`config.mk`:
```
export PLATFORM = sky130hd
export DESIGN_NAME = uart_rx_dispatcher
export DESIGN_NICKNAME = d
export VERILOG_FILES = /design/src/rtl/uart_pkg.sv /design/src/rtl/uart_dispatch_obuf.sv /design/src/rtl/uart_rx_dispatcher.sv
export SDC_FILE = /design/constraint.sdc
export NUM_CORES = 1
export LEC_CHECK = 0
export ABC_CLOCK_PERIOD_IN_PS = 5600
export BUFFER_PORTS_ARGS = -buffer_cell sky130_fd_sc_hd__buf_2
export CORE_MARGIN = 2
export CORE_UTILIZATION = 40
export DETAILED_ROUTE_END_ITERATION = 12
export GPL_ROUTABILITY_DRIVEN = 0
export PLACE_DENSITY_LB_ADDON = 0.12
export REMOVE_ABC_BUFFERS = 1
export SYNTH_ARGS = -nofsm -noshare
export SYNTH_HDL_FRONTEND = slang
export SYNTH_SLANG_ARGS = --single-unit
```
`constraint.sdc`:
```
create_clock -name clk -period 5.6 [get_ports clk]
set_clock_uncertainty 0.1 [all_clocks]
set_input_delay 0.56 -clock clk [delete_from_list [all_inputs] [get_ports clk]]
set_output_delay 0.56 -clock clk [all_outputs]
set_load 0.01 [all_outputs]
```
`src/rtl/uart_pkg.sv`:
```
// Shared types and helpers for the UART packet dispatcher.
package uart_pkg;

  // Dispatcher framing states, in packet byte order.
  typedef enum logic [2:0] {
    SYNC,
    DEST,
    LEN,
    PAYLOAD,
    CSUM
  } disp_state_t;

  localparam logic [7:0] UART_SYNC_DEFAULT = 8'hA5;

  // Modulo-256 accumulate used for the packet checksum.
  function automatic logic [7:0] csum8(input logic [7:0] a, input logic [7:0] b);
    return a + b;
  endfunction

endpackage

```
`src/rtl/uart_dispatch_obuf.sv`:
```
// One-entry valid/ready output register. Holds one payload byte plus its
// last flag and presents it on the one-hot valid bit of its destination.
// The destination is captured with the byte, so a byte left behind by an
// aborted packet still goes to the consumer it was meant for.
module uart_dispatch_obuf #(
  parameter int NUM_DEST = 4
) (
  input  logic                clk,
  input  logic                reset,
  input  logic                i_load,
  input  logic [7:0]          i_data,
  input  logic                i_last,
  input  logic [3:0]          i_dest,
  input  logic [NUM_DEST-1:0] i_ready,
  output logic [NUM_DEST-1:0] o_valid,
  output logic [7:0]          o_data,
  output logic                o_last,
  output logic                o_can_load
);

  logic [NUM_DEST-1:0] r_valid;
  logic [7:0]          r_data;
  logic                r_last;
  logic [NUM_DEST-1:0] w_dest_oh;
  logic                w_drain;

  // Decode the destination index into its one-hot valid pattern.
  always_comb begin
    w_dest_oh = '0;
    for (int d = 0; d < NUM_DEST; d++) begin
      w_dest_oh[d] = (i_dest == 4'(d));
    end
  end

  assign w_drain    = |(r_valid & i_ready);
  // A drain and a load in the same cycle keep one byte per clock flowing.
  assign o_can_load = ~(|r_valid) | w_drain;

  // Buffer register: load wins over drain, drain alone empties the entry.
  always_ff @(posedge clk) begin
    if (reset) begin
      r_valid <= '0;
      r_data  <= 8'h00;
      r_last  <= 1'b0;
    end else if (i_load) begin
      r_valid <= w_dest_oh;
      r_data  <= i_data;
      r_last  <= i_last;
    end else if (w_drain) begin
      r_valid <= '0;
      r_last  <= 1'b0;
    end
  end

  assign o_valid = r_valid;
  assign o_data  = r_data;
  assign o_last  = r_last;

endmodule

```
`src/rtl/uart_rx_dispatcher.sv`:
```
// Packet framer behind the UART receiver: SYNC, DEST, LEN, PAYLOAD[LEN], CSUM.
// Payload bytes are cut through to the addressed consumer; completion and
// error status are reported as one-cycle pulses.
//
//   state   | meaning
//   --------+-----------------------------------------------------------
//   SYNC    | hunting for SYNC_BYTE, other bytes discarded
//   DEST    | capture destination, flag drop if out of range
//   LEN     | capture payload length, zero length skips to CSUM
//   PAYLOAD | forward bytes to the output buffer (or swallow if dropping)
//   CSUM    | check running sum, pulse the packet outcome
module uart_rx_dispatcher
  import uart_pkg::*;
#(
  parameter int         NUM_DEST     = 4,
  parameter logic [7:0] SYNC_BYTE    = UART_SYNC_DEFAULT,
  parameter int         TIMEOUT_CLKS = 50000
) (
  input  logic                clk,
  input  logic                reset,
  input  logic [7:0]          in_data,
  input  logic                in_valid,
  output logic                in_ready,
  output logic [7:0]          out_data,
  output logic [NUM_DEST-1:0] out_valid,
  input  logic [NUM_DEST-1:0] out_ready,
  output logic                out_last,
  output logic                pkt_done,
  output logic                err_csum,
  output logic                err_dest,
  output logic                err_timeout
);

  localparam int TW = $clog2(TIMEOUT_CLKS + 1);

  disp_state_t r_state;
  logic [3:0]  r_dest;
  logic        r_drop;
  logic [7:0]  r_sum;
  logic [7:0]  r_remaining;
  logic [TW-1:0] r_tmo_cnt;
  logic        r_pkt_done;
  logic        r_err_csum;
  logic        r_err_dest;
  logic        r_err_timeout;

  logic        w_in_ready;
  logic        w_accept;
  logic        w_load;
  logic        w_can_load;

  // Only PAYLOAD can stall, and only when the buffer cannot take the byte.
  always_comb begin
    w_in_ready = 1'b0;
    if (!reset) begin
      if (r_state == PAYLOAD) w_in_ready = r_drop | w_can_load;
      else                    w_in_ready = 1'b1;
    end
  end

  assign w_accept = in_valid & w_in_ready;
  assign w_load   = w_accept & (r_state == PAYLOAD) & ~r_drop;
  assign in_ready = w_in_ready;

  // Framing FSM, running checksum, idle timeout and status pulses.
  always_ff @(posedge clk) begin
    if (reset) begin
      r_state       <= SYNC;
      r_dest        <= 4'd0;
      r_drop        <= 1'b0;
      r_sum         <= 8'h00;
      r_remaining   <= 8'h00;
      r_tmo_cnt     <= '0;
      r_pkt_done    <= 1'b0;
      r_err_csum    <= 1'b0;
      r_err_dest    <= 1'b0;
      r_err_timeout <= 1'b0;
    end else begin
      r_pkt_done    <= 1'b0;
      r_err_csum    <= 1'b0;
      r_err_dest    <= 1'b0;
      r_err_timeout <= 1'b0;
      if (w_accept) begin
        r_tmo_cnt <= '0;
        case (r_state)
          SYNC: begin
            if (in_data == SYNC_BYTE) r_state <= DEST;
          end
          DEST: begin
            r_dest  <= in_data[3:0];
            r_drop  <= (in_data >= 8'(NUM_DEST));
            r_sum   <= in_data;
            r_state <= LEN;
          end
          LEN: begin
            r_remaining <= in_data;
            r_sum       <= csum8(r_sum, in_data);
            r_state     <= (in_data == 8'h00) ? CSUM : PAYLOAD;
          end
          PAYLOAD: begin
            r_sum       <= csum8(r_sum, in_data);
            r_remaining <= r_remaining - 8'd1;
            if (r_remaining == 8'd1) r_state <= CSUM;
          end
          CSUM: begin
            if (r_drop)                              r_err_dest <= 1'b1;
            else if (csum8(r_sum, in_data) == 8'h00) r_pkt_done <= 1'b1;
            else                                     r_err_csum <= 1'b1;
            r_state <= SYNC;
          end
          default: r_state <= SYNC;
        endcase
      end else if (r_state == SYNC) begin
        r_tmo_cnt <= '0;
      end else if (w_in_ready && !in_valid) begin
        // Backpressure stalls never reach here, so they do not age the packet.
        if (r_tmo_cnt == TW'(TIMEOUT_CLKS - 1)) begin
          r_err_timeout <= 1'b1;
          r_state       <= SYNC;
          r_tmo_cnt     <= '0;
        end else begin
          r_tmo_cnt <= r_tmo_cnt + 1'b1;
        end
      end
    end
  end

  uart_dispatch_obuf #(
    .NUM_DEST (NUM_DEST)
  ) u_obuf (
    .clk        (clk),
    .reset      (reset),
    .i_load     (w_load),
    .i_data     (in_data),
    .i_last     (r_remaining == 8'd1),
    .i_dest     (r_dest),
    .i_ready    (out_ready),
    .o_valid    (out_valid),
    .o_data     (out_data),
    .o_last     (out_last),
    .o_can_load (w_can_load)
  );

  assign pkt_done    = r_pkt_done;
  assign err_csum    = r_err_csum;
  assign err_dest    = r_err_dest;
  assign err_timeout = r_err_timeout;

endmodule

```
==> metrics.cfg <==
[setup_path]
worstSetupEndpointType = flip-flop
critPathArrivalTime_ns = 2.71
critical_path_class = reg2reg
rr_worst_depth = 5
worstPathRequired_ns = 5.76
start_kind = flip-flop
crit_fanout = 10

[global_routing]
grt_pass1_wl_microns = 12400
antenna_found_initial = 0
track_usage = 0.182
grt_pass1_vias = 2465
grt_max_degree = 38
gr-total-overflow = 0

[clock_tree]
clk_pin_slew_worst_paths_ns = 0.06
cts_hold_buf = 0
post-cts-setup-buffer-count = 0
clock_latency_ns = 0.34
cts_tree = yes
ctsLongestPathBuffers = 2
cts-htree-levels = 3
root_buffer = clkbuf_8
cts_made_buffers = 9
cts.repair.resized = 0
clock_sinks = 57

[detailed_routing]
drcViolationCount = 0
antenna_left = 0
drt_iter0_drc = 147
first_pass_iters = 4
detail_route.wl_per_cell_microns = 14.6
wirelength_microns = 7510
routed_via_density = 5.45
vias = 2795

[pwr]
pwr_density_cell_nw_per_um2 = 229
ir_drop_mv = 0.159
leakage_nw = 1.29

[synthesis]
synthFlopType = dfxtp_1
async_flop_share = 0
yosysUniqueCellTypes = 64
yosys-top-cells-area = dfxtp_1 36%, nor2_1 7.0%, mux2i_1 5.0%, xnor2_1 4.4%, ha_1 3.9%
synth_commonest_cells = 60 x nor2_1, 57 x dfxtp_1, 32 x nand2_1
synthCells = 377
synth_area_per_cell_sq_um = 8.49
synth.most_common_cell = nor2_1
synth_seq_cells = 57
netlist_area_sq_um = 3200
synth_edf_count = 0
synth_top_cell_by_area = dfxtp_1
synth_top_area_share = 0.357
yosysWarnings = 0
synth.yosys.seq_area_share = 0.357

[hold_path]
whs_path_depth = 2
hp-class = reg2reg

[floorplanning]
die_w_microns = 93.4
io_pins = 33
rows = 32
fp.dieArea_sq_um = 8730
die_h_microns = 93.4
initial_utilization = 0.414
coreArea_sq_um = 7730

[placed_design]
hpwl_microns = 5320
dp.cells = 497
io_buffers = 32
place_ws_ns = 2.72

[sta]
finalWorstSetupSlack_ns = 3.05
rsz0062_at_grt = no
slew_violations = 0
hold_viol = 0
tightest_slew_ns = 0.914
period_share = 0.455
clock.fmax_mhz = 393
setup_viol = 0
min_period_ns = 2.55
maxSlewHeadroom = 0.388
setup-tns-final_ns = 0

[final_layout]
drive_gt1_frac = 0.153
layout.cells.non_filler = 513
areaGrowthSynthToFinish_pct = 13.3
antennaDiodeCount = 0
fin_nets = 432

[job]
max_cap_viol_count = 0

[outcome]
outcome = finished, final reports clean

## layer usage
metal / share of wire / up-vias / global-route usage
met5: 0 / - / 0
met4: 0.012 / 0 / 0.0600
met3: 0.038 / 6 / 0.0443
met2: 0.43 / 50 / 0.263
met1: 0.52 / 1315 / 0.265
li1: - / 1424 / -
## final timing paths
| check | startpoint | endpoint | slack (ns) |
|---|---|---|---|
| worst max-delay path | r_state[1]$_SDFFE_PP0P_ | u_obuf.o_valid[0]$_SDFFE_PP0P_ | 3.05 |
| worst min-delay path | u_obuf.o_data[0]$_SDFFE_PP0P_ | u_obuf.o_data[0]$_SDFFE_PP0P_ | 0.39 |
| worst max register to register | r_state[1]$_SDFFE_PP0P_ | u_obuf.o_valid[0]$_SDFFE_PP0P_ | 3.05 |
| worst min register to register | u_obuf.o_data[0]$_SDFFE_PP0P_ | u_obuf.o_data[0]$_SDFFE_PP0P_ | 0.39 |
## worst max-delay path: stages, from the launching register on
cell      delay (ns)
dfxtp_1         0.53
nor4bb_1        0.37
o311a_1         0.61
nor3b_2         0.36
or3b_1          0.37
a21oi_1         0.13
## where the power goes
group	switching, W	total (W)	internal (W)	leakage (nW)
logic	0.0000288	0.0000435	0.0000147	0.736
registers	0.0000000378	0.000405	0.000405	0.459
clock network	0.000166	0.000382	0.000216	0.0953
## cell type report
class / count / area (sq um)
tap: 102 / 128
sequential: 57 / 1140
timing repair buffer: 33 / 168
clock buffer: 11 / 141
fill: 775 / 4100
clock inverter: 5 / 55.1
multi-input combinational: 291 / 1940
inverter: 14 / 52.6
## kinds of logic after synthesis
family                     after synthesis  synth area share
AOI/OAI and AO/OA                       70             0.165
muxes                                   18            0.0583
DFF                                     57             0.357
xor gates and xnor gates                19            0.0520
buffers and inverters                   29            0.0372
adders and majority gates               11            0.0454
and+or+nand+nor                        173             0.285
## metrics by stage
step / util / cell area [sq um] / hold WS, ns / power (W)
final: 0.469 / 3620 / 0.391 / 0.000831
after global routing: 0.469 / 3620 / 0.419 / 0.000863
after CTS: 0.469 / 3620 / 0.397 / 0.000840
after detailed placement: 0.444 / 3430 / 0.381 / 0.000458
after global placement: 0.444 / 3430 / 0.374 / 0.000457
after floorplan: - / 3130 / 0.351 / 0.000436
## flip-flops by register name, indices dropped and copies added (netlist names)
signal          cells
err_csum            1
r_tmo_cnt          16
r_dest              4
pkt_done            1
u_obuf.o_last       1
r_remaining         8
r_sum               8
u_obuf.o_data       8
r_drop              1
u_obuf.o_valid      4
err_timeout         1
r_state             3
err_dest            1
## cells in the final DEF (no fill, tap or decap), types with 3 or more instances in the layout
cell type and n:
nand2_1 32, xnor2_1 16, nand4_1 5, nor4_4 3, nor2_1 60, a21o_1 8
o21ai_0 9, nor4_1 8, nor3b_1 3, a32oi_1 3, or2_2 3, mux2i_1 16
dfxtp_1 57, ha_1 10, inv_1 14, xor2_1 3, nor2b_1 7, or3_1 4
nand3_1 14, nor3_1 14, buf_2 32, clkbuf_8 10, o21ai_1 4, a21oi_1 13
a311oi_1 7, o2111ai_1 3
Power figures use the tool's default switching activity.
